File: src/rtl/uart_tx_arbiter.sv
// Round-robin, frame-granular arbiter in front of async_transmitter. It sequences
// each byte through the start/busy handshake and inserts an idle gap between bytes.
module uart_tx_arbiter #(
  parameter int GAP_CYCLES   = 16,
  parameter int RISE_TIMEOUT = 8
) (
  input  logic        clock,
  input  logic        reset,
  input  logic        req0,
  input  logic [7:0]  data0,
  input  logic        last0,
  output logic        ack0,
  input  logic        req1,
  input  logic [7:0]  data1,
  input  logic        last1,
  output logic        ack1,
  output logic        tx_start,
  output logic [7:0]  tx_data,
  input  logic        tx_busy,
  output logic [1:0]  grant,
  output logic [15:0] frames_sent,
  output logic        tx_error
);

  localparam int GW = (GAP_CYCLES > 0) ? $clog2(GAP_CYCLES + 1) : 1;
  localparam int RW = (RISE_TIMEOUT > 1) ? $clog2(RISE_TIMEOUT) : 1;
  localparam logic [GW-1:0] GAP_LOAD  = GW'(GAP_CYCLES);
  localparam logic [RW-1:0] RISE_LAST = RW'(RISE_TIMEOUT - 1);

  typedef enum logic [2:0] {IDLE, WAIT_RISE, WAIT_FALL, GAP, HOLD} state_t;

  state_t        state, state_d;
  logic [1:0]    grant_d;
  logic [7:0]    tx_data_d;
  logic          last_q, last_d;
  logic          rr, rr_d;
  logic [15:0]   frames_d;
  logic          err_d;
  logic [RW-1:0] rise_cnt, rise_d;
  logic [GW-1:0] gap_cnt, gap_d;
  logic          cap;
  logic          sel;
  logic          owner_req;

  // grant[1] identifies the owner while a frame is open
  assign owner_req = grant[1] ? req1 : req0;

  always_comb begin
    state_d   = state;
    grant_d   = grant;
    tx_data_d = tx_data;
    last_d    = last_q;
    rr_d      = rr;
    frames_d  = frames_sent;
    err_d     = tx_error;
    rise_d    = rise_cnt;
    gap_d     = gap_cnt;
    cap       = 1'b0;
    sel       = grant[1];
    case (state)
      IDLE: begin
        if (!tx_busy && (req0 || req1)) begin
          cap = 1'b1;
          sel = (req0 && req1) ? rr : req1;
        end
      end
      WAIT_RISE: begin
        if (tx_busy) begin
          state_d = WAIT_FALL;
        end else if (rise_cnt == RISE_LAST) begin
          // transmitter never acknowledged: flag it and treat the byte as done
          err_d   = 1'b1;
          state_d = GAP;
          gap_d   = GAP_LOAD;
        end else begin
          rise_d = rise_cnt + 1'b1;
        end
      end
      WAIT_FALL: begin
        if (!tx_busy) begin
          state_d = GAP;
          gap_d   = GAP_LOAD;
        end
      end
      GAP: begin
        if (gap_cnt != '0) begin
          gap_d = gap_cnt - 1'b1;
        end else if (last_q) begin
          grant_d  = 2'b00;
          frames_d = frames_sent + 16'd1;
          rr_d     = ~grant[1];
          state_d  = IDLE;
        end else if (owner_req) begin
          cap = 1'b1;
        end else begin
          state_d = HOLD;
        end
      end
      HOLD: begin
        if (owner_req) cap = 1'b1;
      end
      default: state_d = IDLE;
    endcase
    if (cap) begin
      state_d   = WAIT_RISE;
      grant_d   = sel ? 2'b10 : 2'b01;
      tx_data_d = sel ? data1 : data0;
      last_d    = sel ? last1 : last0;
      rise_d    = '0;
    end
  end

  always_ff @(posedge clock or negedge reset) begin
    if (!reset) begin
      state       <= IDLE;
      grant       <= 2'b00;
      tx_data     <= 8'h00;
      last_q      <= 1'b0;
      rr          <= 1'b0;
      frames_sent <= 16'd0;
      tx_error    <= 1'b0;
      rise_cnt    <= '0;
      gap_cnt     <= '0;
      tx_start    <= 1'b0;
      ack0        <= 1'b0;
      ack1        <= 1'b0;
    end else begin
      state       <= state_d;
      grant       <= grant_d;
      tx_data     <= tx_data_d;
      last_q      <= last_d;
      rr          <= rr_d;
      frames_sent <= frames_d;
      tx_error    <= err_d;
      rise_cnt    <= rise_d;
      gap_cnt     <= gap_d;
      tx_start    <= cap;
      ack0        <= cap & ~sel;
      ack1        <= cap & sel;
    end
  end

endmodule

File: config.mk
export PLATFORM = sky130hd
export DESIGN_NAME = uart_tx_arbiter
export DESIGN_NICKNAME = d
export VERILOG_FILES = /design/src/rtl/uart_tx_arbiter.sv
export SDC_FILE = /design/constraint.sdc
export NUM_CORES = 1
export LEC_CHECK = 0
export BUFFER_PORTS_ARGS = -buffer_cell sky130_fd_sc_hd__buf_2
export CAP_MARGIN = 20
export CORE_ASPECT_RATIO = 0.9
export CORE_MARGIN = 2
export CORE_UTILIZATION = 40
export CTS_BUF_LIST = sky130_fd_sc_hd__clkbuf_16
export CTS_CLUSTER_DIAMETER = 60
export DETAILED_ROUTE_END_ITERATION = 16
export PLACE_DENSITY = 0.7
export SETUP_SLACK_MARGIN = 0.5
export SLEW_MARGIN = 40
export SYNTH_ARGS = -nofsm -noshare
export SYNTH_HDL_FRONTEND = slang
export SYNTH_SLANG_ARGS = --single-unit
File: constraint.sdc
create_clock -name clock -period 2.4 [get_ports clock]
set_input_delay 0 -clock clock [delete_from_list [all_inputs] [get_ports clock]]
set_output_delay 0 -clock clock [all_outputs]
set_load 0.02 [all_outputs]
# After elaboration in Yosys (flattened, before gate mapping)
# Cells that the tools add are included.
dict set report classes {
  n_addsub 3
  eq_ne 17
  n_mux 33
  bitwise 6
  n_reduce_logical 17
}
# cell count
set ops {}
lappend ops {{2-to-1 mux 3 bit} 11}
lappend ops {{2-to-1 mux 5 bit} 4}
lappend ops {{adder 16 x 1 -> 16 bit (second input constant)} 1}
lappend ops {{one-hot mux 5 bit (3 select lines)} 1}
lappend ops {{!= test 2 bit (second input constant)} 6}
lappend ops {{one-hot mux 3 bit (4 select lines)} 1}
lappend ops {{AND reduction 3 bit} 4}
lappend ops {{2-to-1 mux 2 bit} 5}
lappend ops {{AND reduction 5 bit} 2}
lappend ops {{2-to-1 mux 1 bit} 9}
lappend ops {{2-to-1 mux 8 bit} 1}
lappend ops {{!= test 4 bit (second input constant)} 2}
lappend ops {{equality test 3 x 2 -> 1 bit (second input constant)} 2}
lappend ops {{equality test 3 bit (second input constant)} 2}
lappend ops {{!= test 3 bit (second input constant)} 2}
lappend ops {{nonzero test 2 bit} 3}
lappend ops {{nonzero test 5 bit} 1}
lappend ops {{subtractor 5 x 1 -> 5 bit (second input constant)} 1}
lappend ops {{!= test 2 x 1 -> 1 bit (second input constant)} 2}
lappend ops {{inverter 1 bit} 4}
lappend ops {{adder 3 x 1 -> 3 bit (second input constant)} 1}
lappend ops {{equality test 3 x 1 -> 1 bit (second input constant)} 1}
lappend ops {{zero test 3 bit} 1}
lappend ops {{one-hot mux 1 bit (3 select lines)} 1}
lappend ops {{6 further kinds} 8}
dict set report word_totals {
  regBits 43
}

# Logic depth before layout (Yosys ltp)
# Gate-level depths: netlist of run 1.
dict set report depth {
  depth_word 7
  depth_mapped 8
}

# Worst setup path before layout of run 1
# OpenSTA, ideal clock, no wires.
dict set report synth_path {
  kind {reg2reg}
  start {reg gap_cnt[0]}
  end {reg state[1]}
  setup_ps 126
  t_arrival_ps 1789
  path_slack_ps 485
  path_stages_with_launch 8
  path_buffers 0
  path_cell_list {dfrtp_1 > inv_1 > ha_1 > or4b_4 > nand2_2 > o311ai_4 > and3_1 > a311o_1}
}
dict set report synth_between {
  elab_chain_cells 5
}
# item line
set synth_rtl {}
lappend synth_rtl {{start: declaration} 40} ;# logic [GW-1:0] gap_cnt, gap_d;
lappend synth_rtl {{start signal: assignment} 136} ;# gap_cnt <= gap_d;
lappend synth_rtl {{nonzero test 5 bit (*)} 86} ;# if (gap_cnt != '0) begin
lappend synth_rtl {{2-to-1 mux 1 bit} 86}
lappend synth_rtl {{one-hot mux 1 bit (3 select lines)} 60} ;# case (state)
lappend synth_rtl {{!= test 4 bit (no line), or another cell as far along} -}
lappend synth_rtl {{AND reduction 5 bit (no line)} -}
lappend synth_rtl {{end signal: assignment} 128} ;# state <= state_d;
lappend synth_rtl {{end: declaration} 32} ;# state_t state, state_d;
# Mark *: on every way between the ends. The rest lies on a longest branch, timed or not.
# A chain may end at the register's enable or synchronous reset.

# Worst setup path after layout of run 1
dict set report layout_path {
  start {reg gap_cnt[1]}
  end {reg state[1]}
}
# The elaborated chain is that of the path after synthesis.

==> qor.log, run 1 <==
INFO  setup_path     path_class=reg -> reg
INFO  yosys          ys_ff_latch=43
INFO  timing         worstMarginPinSlew=0.5420ns
INFO  drt            dr.pass1.iters=4
INFO  timing         post-route-period-util=0.8104
INFO  yosys          largest_area_contributor_in_the_netlist=sky130_fd_sc_hd__dfrtp_1
INFO  setup_path     cpLargestDelayFamily=simple AND/OR/NAND/NOR gates
INFO  setup_path     critPathCaptureType=flip-flop
INFO  grt            grt_start_max_net_pins=44
INFO  clock_network  clock_path_buffers=2
INFO  pwr            vdd.ir_drop.worst=0.6653mV
INFO  clock_network  clk_latency=0.27ns
INFO  yosys          most_used_standard_cells_in_the_synthesized_netlist=sky130_fd_sc_hd__dfrtp_1 (43), sky130_fd_sc_hd__nand2_1 (20), sky130_fd_sc_hd__nor2_1 (17), sky130_fd_sc_hd__mux2i_1 (13), sky130_fd_sc_hd__xnor2_1 (13)
INFO  die            die_area=0.005898mm^2
INFO  die            fp.dieW=80.73um
INFO  drt            via_per_inst=4.970
INFO  die            floorplan.initialDensity=0.4082
INFO  setup_path     slowest_delay=0.51ns
INFO  yosys          ys_dominant_reg_cell=sky130_fd_sc_hd__dfrtp_1
INFO  yosys          post_syn_area=0.002120mm^2
INFO  cells_and_area diodes=0
INFO  placement      post_dp_hpwl=2920um
INFO  cells_and_area drive_gt1_frac=0.4007
INFO  clock_network  tritoncts_clock_tree=done
INFO  cells_and_area num-fill-cells=475
INFO  die            top_level_ports=53
INFO  hold_path      timing.hold.worst.class=in -> reg
INFO  drt            route.final.wire_length=4439um
INFO  grt            globalRouteOverflowTotal=0
INFO  clock_network  cts_htree_levels=2
INFO  grt            grt.total_usage=0.1535
INFO  timing         hold_slack=0.01074ns
INFO  setup_path     worstSetupStartpoint=gap_cnt[1]
INFO  grt            number_of_global_route_vias_before_repair=1484
INFO  cells_and_area finish.net_count=294
INFO  setup_path     crit_arrival=2.10ns
INFO  flow_run       cap_viol_max_count=0
INFO  pwr            cellPowerDensity=1144mW/mm^2
INFO  drt            remaining_drc_errors=0
INFO  setup_path     path_buf_inv=1
INFO  grt            antenna_found_initial=0
INFO  yosys          post_synthesis_net_count=224
INFO  grt            grt_pass1_wl=6955um
INFO  yosys          synth.yosys.warnings=0
INFO  placement      buffer_ports.inserted=52
INFO  timing         slew_headroom=0.6387
INFO  timing         final-setup-viol-count=0
INFO  setup_path     crit-reg2reg-launch=gap_cnt[1]
INFO  placement      place.gp.congestion=0.8277
INFO  timing         period_minus_slack=1.945ns
INFO  timing         worst_slack=0.4551ns
INFO  cells_and_area multi_input_gate_area=0.001085mm^2
INFO  setup_path     sequence_of_cells_on_the_critical_path=inv_2 -> ha_4 -> or4b_4 -> nand2_4 -> o311ai_4 -> and3_4 -> a311o_1
INFO  placement      place_ws=0.3349ns
INFO  die            core_area=0.005192mm^2
INFO  timing         max_freq=514.2MHz
INFO  cells_and_area layoutNonFillerInstCount=334
INFO  yosys          synth_edf_count=0
INFO  setup_path     timing.critical_path.from_type=flip-flop
INFO  hold_path      min-delay-start=data0[5]
INFO  timing         max_slew_violation_total_from_the_final_report=0
INFO  yosys          post_synth_main_area_contributors=sky130_fd_sc_hd__dfrtp_1 (51%), sky130_fd_sc_hd__mux2i_1 (6.1%), sky130_fd_sc_hd__xnor2_1 (5.4%)
INFO  timing         setup_tns=0ns
INFO  pwr            static-leakage-power=1.351nW
INFO  yosys          async_reset_ff_frac=1.000
INFO  cells_and_area final_core_utilization=0.5414
INFO  yosys          netlist.area_leader.share=0.5077
INFO  timing         rsz0062_at_grt=true
INFO  die            fp.dieH=73.06um
INFO  setup_path     crit_slowest_cell=sky130_fd_sc_hd__or4b_4
INFO  timing         final.setup_skew=0.003178ns
INFO  outcome        status=finished, final reports clean
INFO  placement      post_placement_cell_count=311
INFO  timing         timing.final.hold_violations=0
INFO  yosys          synth.distinct_cells=42
INFO  cells_and_area layout-area-overhead-vs-synth=32.64%
INFO  clock_network  tritoncts.num_buffers=5
INFO  drt            drt.antenna.violating_nets=0
INFO  drt            route.detailed.wl_per_inst=13.29um
INFO  yosys          synth_area_per_cell=10.81um^2
INFO  yosys          yosys.cell_count.top_type=sky130_fd_sc_hd__dfrtp_1
INFO  clock_network  cts.clk_slew.worst_paths=0.06ns
INFO  clock_network  clock_root_buffer=sky130_fd_sc_hd__clkbuf_16
INFO  yosys          post_synth_inst_count=196
INFO  clock_network  numClockSinks=43
INFO  drt            num_vias=1660
INFO  drt            drtIter0Drc=59
INFO  setup_path     cp.required=2.55ns
INFO  die            site_rows=25
INFO  yosys          yosysSeqAreaShare=0.5077
INFO  cells_and_area area.sequential=0.001080mm^2
INFO  setup_path     crit_path_max_fanout=5
-- cell type report --
type	count	area share
Clock inverter	3	0.004005
Tap cell	67	0.02982
Inverter	9	0.01202
Sequential cell	43	0.3841
Multi-Input combinational cell	138	0.3858
Timing Repair Buffer	69	0.1397
Clock buffer	5	0.04450
-- state kept, by name (all words and copies together) (netlist names) --
| name | count |
|---|---|
| frames_sent | 16 |
| tx_data | 8 |
| gap_cnt | 5 |
| rise_cnt | 3 |
| state | 3 |
| grant | 2 |
| ack0 | 1 |
| ack1 | 1 |
| last_q | 1 |
| rr | 1 |
| tx_error | 1 |
| tx_start | 1 |
-- worst paths after layout --
check,slack (ns),cells past startpoint,end
setup / recovery,0.46,7,state[1]
hold / removal,0.01,3,tx_data[5]
setup reg to reg,0.46,7,state[1]
hold reg to reg,0.47,1,frames_sent[15]
max in group asynchronous,1.75,2,state[1]
min in group asynchronous,0.26,2,frames_sent[3]
-- per-layer routing --
metal | vias up | track usage | wire [um]
met2 | 36 | 0.2509 | 2184
met3 | 2 | 0.03960 | 180
met5 | - | 0 | 0
met4 | 0 | 0.04520 | 35
met1 | 798 | 0.2019 | 2038
li1 | 824 | - | -
-- repair_timing --
action,CTS,global route
buffers inserted,6,8
endpoints found under the setup margin,12,24
pin swaps,7,5
hold buffers,1,0
gates cloned,0,0
gates resized for setup,14,11
endpoints found under the hold margin,43,0
-- placed cells by master (no fill, tap or decap), drive strengths merged, types with 4 or more instances in the layout --
master  synthesis  routed
xor2            6       6
nor2           17      17
ha              5       5
nand3           6       6
buf             4      68
o21ai          12      12
clkbuf          2       5
dfrtp          43      43
nor3            7       7
nand4           4       4
nand2          21      21
mux2i          13      13
xnor2          13      13
inv             9      10
-- kinds of logic after synthesis --
family | synth area share
flip-flops | 0.5077
AO/OA/AOI/OAI | 0.1015
multiplexers | 0.06670
AND/OR/NAND/NOR | 0.1806
adder cells (fa/ha/maj) | 0.02952
XOR/XNOR | 0.07851
buffers and inverters | 0.03542
-- power breakdown --
group	total, mW	switching, mW	leakage (nW)	internal, mW
clock network	0.626	0.252	0.0701	0.374
logic	1.40	0.736	0.719	0.666
registers	1.19	0.244	0.562	0.945
-- per-stage QoR --
| step | total power, mW | area (um^2) |
|---|---|---|
| finish | 3.217 | 2811 |
| global route | 3.455 | 2811 |
| CTS | 3.086 | 2701 |
| detailed placement | 2.330 | 2445 |
| global placement | 2.296 | 2442 |
| floorplan | 2.054 | 2125 |
-- tightest hold or removal path: cells and delay by family --
kind	cells	cell delay, ns
AOI/OAI and AO/OA	1	0.13
buffers and inverters	1	0.07
muxes	1	0.05
Power figures use the tool's default switching activity.
==> inputs of run 2 (changes only) <==
--- a/config.mk
+++ b/config.mk
@@ -5,6 +5,7 @@
 export SDC_FILE = /design/constraint.sdc
 export NUM_CORES = 1
 export LEC_CHECK = 0
+export ABC_AREA = 1
 export BUFFER_PORTS_ARGS = -buffer_cell sky130_fd_sc_hd__buf_2
 export CAP_MARGIN = 20
 export CORE_ASPECT_RATIO = 0.9
@@ -13,7 +14,7 @@
 export CTS_BUF_LIST = sky130_fd_sc_hd__clkbuf_16
 export CTS_CLUSTER_DIAMETER = 60
 export DETAILED_ROUTE_END_ITERATION = 16
-export PLACE_DENSITY = 0.7
+export PLACE_DENSITY = 0.69
 export SETUP_SLACK_MARGIN = 0.5
 export SLEW_MARGIN = 40
 export SYNTH_ARGS = -nofsm -noshare
==> constraint.sdc (replaced) <==
create_clock -name clock -period 1.9 [get_ports clock]
set_input_delay 0 -clock clock [delete_from_list [all_inputs] [get_ports clock]]
set_output_delay 0 -clock clock [all_outputs]
set_load 0.02 [all_outputs]
==> run 2 against run 1 <==
Compared with the run above:
- critical path type unchanged
- first-iteration DRC count fell by 27%
- setup slack got worse by 0.029 ns
- hold slack improved by 0.00076 ns
- critical endpoint is now state[0]
- design area rose by 15%
- via count rose by 33%
- register-to-register slack got worse by 0.03 ns
- critical path depth rose by 4
- largest cell class unchanged
- non-clock buffer count fell by 1
- core utilization rose by 2.1 points
==> qor.log, run 2 <==
INFO  yosys          synth.distinct_cells=25
INFO  yosys          post_syn_area=0.002384mm^2
INFO  timing         timing.final.hold_violations=0
INFO  outcome        status=finished, final reports clean
INFO  grt            grt_start_max_net_pins=19
INFO  setup_path     crit_arrival=1.63ns
INFO  clock_network  cts.clk_slew.worst_paths=0.06ns
INFO  timing         setup_tns=0ns
INFO  placement      place_ws=0.2821ns
INFO  cells_and_area biggestRegsByFlops=frames_sent x16, tx_data x8, gap_cnt x5
INFO  die            die_area=0.006593mm^2
INFO  die            top_level_ports=53
INFO  cells_and_area area.sequential=0.001085mm^2
INFO  setup_path     path_class=reg -> reg
INFO  grt            antenna_found_initial=0
INFO  drt            via_per_inst=4.798
INFO  clock_network  tritoncts.num_buffers=5
INFO  grt            grt_pass1_wl=9032um
INFO  yosys          netlist.area_leader.share=0.4514
INFO  timing         max_slew_violation_total_from_the_final_report=0
INFO  drt            num_vias=2212
INFO  grt            globalRouteOverflowTotal=0
INFO  drt            route.detailed.wl_per_inst=11.94um
INFO  cells_and_area num-fill-cells=524
INFO  cells_and_area top_register=frames_sent
INFO  yosys          yosysSeqAreaShare=0.4514
INFO  yosys          yosys.cell_count.top_type=sky130_fd_sc_hd__nand2_1
INFO  setup_path     slowest_delay=0.40ns
INFO  cells_and_area finish.net_count=418
INFO  yosys          synth_area_per_cell=7.402um^2
INFO  yosys          ys_dominant_reg_cell=sky130_fd_sc_hd__dfrtp_1
INFO  cells_and_area layout-area-overhead-vs-synth=35.12%
INFO  setup_path     crit_path_max_fanout=5
INFO  timing         hold_slack=0.01150ns
INFO  setup_path     cpLargestDelayFamily=simple AND/OR/NAND/NOR gates
INFO  timing         rsz0062_at_grt=true
INFO  cells_and_area layout_commonest_cell=sky130_fd_sc_hd__nand2_1
INFO  flow_run       cap_viol_max_count=0
INFO  timing         final-setup-viol-count=0
INFO  yosys          post_synth_inst_count=322
INFO  placement      buffer_ports.inserted=52
INFO  cells_and_area diodes=0
INFO  drt            route.final.wire_length=5506um
INFO  cells_and_area layoutNonFillerInstCount=461
INFO  cells_and_area commonest_cells_after_routing_fill_and_taps_aside=sky130_fd_sc_hd__nand2_1 (117), sky130_fd_sc_hd__buf_2 (52), sky130_fd_sc_hd__dfrtp_1 (36)
INFO  cells_and_area drive_gt1_frac=0.3146
INFO  timing         final.setup_skew=0.003812ns
INFO  die            floorplan.initialDensity=0.4163
INFO  pwr            vdd.ir_drop.worst=0.7655mV
INFO  drt            remaining_drc_errors=0
INFO  timing         post-route-period-util=0.7756
INFO  yosys          largest_area_contributor_in_the_netlist=sky130_fd_sc_hd__dfrtp_1
INFO  die            fp.dieW=85.37um
INFO  clock_network  clock_path_buffers=2
INFO  timing         slew_headroom=0.7773
INFO  placement      place.gp.congestion=0.8231
INFO  drt            drt.antenna.violating_nets=0
INFO  cells_and_area largest_register_ff_count=16
INFO  placement      post_dp_hpwl=3880um
INFO  yosys          most_used_standard_cells_in_the_synthesized_netlist=sky130_fd_sc_hd__nand2_1 (123), sky130_fd_sc_hd__dfrtp_1 (43), sky130_fd_sc_hd__nor2_1 (37), sky130_fd_sc_hd__nand3_1 (30), sky130_fd_sc_hd__inv_1 (26)
INFO  clock_network  numClockSinks=43
INFO  setup_path     path_buf_inv=2
INFO  setup_path     sequence_of_cells_on_the_critical_path=inv_2 -> ha_4 -> inv_2 -> nor2_4 -> nand2_4 -> nand2_2 -> nand2_1 -> nor2_2 -> nand2_2 -> nand2_1 -> nand3_1
INFO  setup_path     crit_slowest_cell=sky130_fd_sc_hd__dfrtp_1
INFO  setup_path     timing.critical_path.from_type=flip-flop
INFO  yosys          synth_edf_count=0
INFO  drt            dr.pass1.iters=4
INFO  clock_network  clock_root_buffer=sky130_fd_sc_hd__clkbuf_16
INFO  clock_network  clk_latency=0.28ns
INFO  clock_network  cts_htree_levels=2
INFO  yosys          ys_ff_latch=43
INFO  yosys          post_synthesis_net_count=350
INFO  yosys          synth.yosys.warnings=0
INFO  timing         max_freq=678.6MHz
INFO  die            fp.dieH=77.23um
INFO  die            core_area=0.005725mm^2
INFO  setup_path     cp.required=2.06ns
INFO  grt            number_of_global_route_vias_before_repair=2027
INFO  timing         worst_slack=0.4263ns
INFO  setup_path     critPathCaptureType=flip-flop
INFO  yosys          post_synth_main_area_contributors=sky130_fd_sc_hd__dfrtp_1 (45%), sky130_fd_sc_hd__nand2_1 (19%), sky130_fd_sc_hd__nand3_1 (6.3%)
INFO  yosys          async_reset_ff_frac=1.000
INFO  drt            drtIter0Drc=43
INFO  pwr            cellPowerDensity=1381mW/mm^2
INFO  timing         period_minus_slack=1.474ns
INFO  pwr            static-leakage-power=1.669nW
INFO  cells_and_area multi_input_gate_area=0.001345mm^2
INFO  clock_network  tritoncts_clock_tree=done
INFO  die            site_rows=26
INFO  grt            grt.total_usage=0.1671
INFO  timing         worstMarginPinSlew=0.3341ns
INFO  placement      post_placement_cell_count=441
INFO  hold_path      timing.hold.worst.class=in -> reg
[run 2: cell types whose count changed after synthesis, sizes merged, moves of 3 or more]
cell	before	now
nor2	17	40
xnor2	13	8
mux2i	13	0
nand2	21	124
inv	9	28
nand3	6	32
nand4	4	7
nor3	7	1
or3	3	0
[run 2: kinds of logic after synthesis]
kind of cell	synth area share
DFF	0.4514
xor gates and xnor gates	0.05512
AOI/OAI and AO/OA	0.03989
adders and majority gates	0.02625
buffers and inverters	0.06352
and+or+nand+nor	0.3638
[run 2: what timing repair did]
action                                  4_1_cts  5_1_grt
endpoints found under the hold margin        44        0
hold buffers                                  2        0
gates cloned                                  0        2
endpoints found under the setup margin       41       42
buffers inserted                              5        3
pin swaps                                     2        7
resized for setup                            21       40
[run 2: metal layers]
metal	GRT usage	part of all wire	wire length (um)
met1	0.2207	0.47	2605
met2	0.2781	0.47	2586
met3	0.04629	0.056	306
met4	0.02698	0.0015	8
met5	0	0	0
[run 2: worst min-delay path: cells and delay by family]
kind | cells | cell delay [ns]
simple gates | 4 | 0.19
buf+inv | 1 | 0.07
[run 2: final timing paths]
kind                       cells after the start        from  slack (ns)             end
setup / recovery                              11  gap_cnt[0]        0.43        state[0]
hold / removal                                 5    data0[4]        0.01      tx_data[4]
setup reg to reg                              11  gap_cnt[0]        0.43        state[0]
hold reg to reg                                1    tx_error        0.47        tx_error
max in group asynchronous                      3       reset        1.22  frames_sent[1]
min in group asynchronous                      2       reset        0.13  frames_sent[7]
[run 2: stage by stage]
stage | cell area, um^2 | power, mW | utilization
CTS | 3022 | 4.165 | 0.5278
global placement | 2735 | 2.986 | 0.4777
global route | 3221 | 4.803 | 0.5625
floorplan | 2396 | 2.603 | -
finish | 3221 | 4.447 | 0.5625
detailed placement | 2735 | 3.023 | 0.4777
[run 2: where the power goes]
group          total [mW]  internal [mW]  switching, mW
Clock               0.949          0.613          0.336
Combinational        2.05          0.805           1.25
Sequential           1.45           1.19          0.258
Total                4.45           2.60           1.84
[run 2: layout make-up]
type                       count  area share
clock buffer                   5     0.03885
clock inverter                 3     0.01204
inverter                      28     0.03730
multi-input combinational    244      0.4176
sequential                    43      0.3368
tap                           70     0.02720
timing repair buffer          68      0.1301
==> inputs of run 3 (changes only) <==
--- a/config.mk
+++ b/config.mk
@@ -14,7 +14,7 @@
 export CTS_BUF_LIST = sky130_fd_sc_hd__clkbuf_16
 export CTS_CLUSTER_DIAMETER = 60
 export DETAILED_ROUTE_END_ITERATION = 16
-export PLACE_DENSITY = 0.69
+export PLACE_DENSITY = 0.71
 export SETUP_SLACK_MARGIN = 0.5
 export SLEW_MARGIN = 40
 export SYNTH_ARGS = -nofsm -noshare
==> constraint.sdc (replaced) <==
create_clock -name clock -period 1.2 [get_ports clock]
set_input_delay 0 -clock clock [delete_from_list [all_inputs] [get_ports clock]]
set_output_delay 0 -clock clock [all_outputs]
set_load 0.02 [all_outputs]
==> run 3 against run 2 <==
Compared with the run above:
- the flow now finishes with violations (setup timing)
- flip-flop and latch count did not move
- sequential power rose by 57%
- core utilization rose by 12 points
- count of clock-buffer cells in the layout did not move
- first-iteration DRC count rose by 33%
- wire length rose by 20%
- via count rose by 13%
- combinational power rose by 110%
==> qor.log, run 3 (synthesized netlist as in run 2, its figures left out) <==
INFO  timing         period_minus_slack=1.516ns
INFO  cells_and_area top_register=frames_sent
INFO  pwr            vdd.ir_drop.worst=1.360mV
INFO  drt            via_per_inst=4.828
INFO  die            top_level_ports=53
INFO  clock_network  tritoncts.num_buffers=5
INFO  clock_network  numClockSinks=43
INFO  timing         max_slew_violation_total_from_the_final_report=0
INFO  clock_network  clock_root_buffer=sky130_fd_sc_hd__clkbuf_16
INFO  cells_and_area largest_register_ff_count=16
INFO  outcome        violated_checks=setup timing
INFO  timing         final-setup-viol-count=43
INFO  timing         hold_slack=0.003391ns
INFO  setup_path     crit_arrival=1.69ns
INFO  cells_and_area diodes=0
INFO  timing         worstMarginPinSlew=0.3191ns
INFO  placement      post_placement_cell_count=487
INFO  timing         max_freq=659.4MHz
INFO  clock_network  tritoncts_clock_tree=done
INFO  pwr            static-leakage-power=2.026nW
INFO  die            core_area=0.005725mm^2
INFO  cells_and_area layoutNonFillerInstCount=517
INFO  timing         slew_headroom=0.7865
INFO  setup_path     slowest_delay=0.39ns
INFO  drt            route.final.wire_length=6624um
INFO  setup_path     timing.critical_path.from_type=flip-flop
INFO  drt            remaining_drc_errors=0
INFO  grt            grt.total_usage=0.1991
INFO  cells_and_area layout_commonest_cell=sky130_fd_sc_hd__nand2_1
INFO  drt            num_vias=2496
INFO  clock_network  clock_path_buffers=2
INFO  drt            drt.antenna.violating_nets=0
INFO  timing         post-route-period-util=1.264
INFO  placement      place_ws=-0.3168ns
INFO  cells_and_area biggestRegsByFlops=frames_sent x16, tx_data x8, gap_cnt x5
INFO  setup_path     critPathCaptureType=flip-flop
INFO  flow_run       cap_viol_max_count=0
INFO  outcome        status=complete, but fails checks
INFO  grt            grt_pass1_wl=10650um
INFO  placement      buffer_ports.inserted=52
INFO  setup_path     sequence_of_cells_on_the_critical_path=inv_2 -> ha_4 -> inv_2 -> nor2_4 -> nand2_4 -> nor2_4 -> nand2_4 -> nand2_8 -> clkinv_8 -> nand3_2 -> nand2_2
INFO  drt            drtIter0Drc=57
INFO  die            fp.dieW=85.37um
INFO  pwr            cellPowerDensity=2101mW/mm^2
INFO  drt            route.detailed.wl_per_inst=12.81um
INFO  pwr            p_total=8.262mW
INFO  die            floorplan.initialDensity=0.4163
INFO  placement      post_dp_hpwl=4227um
INFO  cells_and_area finish.net_count=474
INFO  clock_network  clk_latency=0.29ns
INFO  hold_path      timing.hold.worst.class=in -> reg
INFO  timing         worst_slack=-0.3164ns
INFO  setup_path     crit_slowest_cell=sky130_fd_sc_hd__dfrtp_1
INFO  die            fp.dieH=77.23um
INFO  timing         rsz0062_at_grt=true
INFO  cells_and_area area.sequential=0.001089mm^2
INFO  clock_network  cts_htree_levels=2
INFO  cells_and_area layout-area-overhead-vs-synth=64.99%
INFO  drt            dr.pass1.iters=5
INFO  setup_path     path_class=reg -> reg
INFO  cells_and_area drive_gt1_frac=0.4251
INFO  die            die_area=0.006593mm^2
INFO  clock_network  cts.clk_slew.worst_paths=0.06ns
INFO  timing         setup_tns=-10.68ns
INFO  setup_path     cp.required=1.37ns
INFO  grt            grt_start_max_net_pins=44
INFO  grt            antenna_found_initial=0
INFO  cells_and_area multi_input_gate_area=0.001343mm^2
INFO  cells_and_area commonest_cells_after_routing_fill_and_taps_aside=sky130_fd_sc_hd__nand2_1 (109), sky130_fd_sc_hd__buf_4 (49), sky130_fd_sc_hd__buf_6 (43)
INFO  die            site_rows=26
INFO  grt            number_of_global_route_vias_before_repair=2546
INFO  placement      place.gp.congestion=0.8401
INFO  cells_and_area num-fill-cells=434
INFO  setup_path     crit_path_max_fanout=8
INFO  timing         final.setup_skew=0.008633ns
INFO  timing         timing.final.hold_violations=0
INFO  grt            globalRouteOverflowTotal=0
## run 3: changes by cell type in the layout (fill, tap and decap cells not counted), moves of 4 or more
cell                            change
sky130_fd_sc_hd__nor2_2             +4
sky130_fd_sc_hd__buf_6             +42
sky130_fd_sc_hd__nand2_1            -8
sky130_fd_sc_hd__buf_4             +38
sky130_fd_sc_hd__nor2_4             -5
sky130_fd_sc_hd__nand2_2            +7
sky130_fd_sc_hd__dlygate4sd3_1      +5
sky130_fd_sc_hd__buf_2             -30
## run 3: final timing paths
path                       startpoint              to  slack [ns]  cells past startpoint
max                        gap_cnt[0]        state[2]       -0.32                     11
min reg2reg                  tx_error        tx_error        0.49                      1
max reg2reg                gap_cnt[0]        state[2]       -0.32                     11
max in group asynchronous       reset  frames_sent[4]        0.74                      3
min in group asynchronous       reset  frames_sent[7]        0.23                      3
min                          data0[0]      tx_data[0]       0.003                      5
## run 3: where the power goes
group	internal, mW	switching [mW]	leakage (nW)
Sequential	1.88	0.393	0.552
Clock	1.19	0.567	0.0900
Combinational	2.02	2.21	1.38
Total	5.09	3.17	2.03
## run 3: stage by stage
step                      area, um^2  utilization
after CTS                       3689       0.6442
final                           3933       0.6868
after global placement          3128       0.5463
after floorplan                 2421            -
after detailed placement        3128       0.5463
after global routing            3933       0.6868
## run 3: what timing repair did
item,4_1_cts,5_1_grt
pin swaps,3,12
endpoints found under the setup margin,73,73
hold endpoints to repair,49,0
hold buffers,7,0
setup buffers,5,8
resized for setup,82,51
gates cloned,0,2
## run 3: per-layer routing
layer	GRT usage	wire length, um
met1	0.2275	2768
met2	0.3594	3484
met3	0.06243	320
met4	0.04762	51
met5	0	0
## run 3: critical path, delay by kind of cell, from the launching register on
| kind | cells | cell delay [ns] |
|---|---|---|
| adder cells (fa/ha/maj) | 1 | 0.12 |
| buffers and inverters | 3 | 0.21 |
| flip-flops | 1 | 0.39 |
| AND/OR/NAND/NOR | 7 | 0.69 |
## run 3: area by class of cell
class | instances | area share
clock buffer | 5 | 0.03182
clock inverter | 3 | 0.01718
inverter | 28 | 0.03054
multi-input combinational | 243 | 0.3414
sequential | 43 | 0.2768
tap | 70 | 0.02227
timing repair buffer | 124 | 0.2778
timing repair inverter | 1 | 0.002227
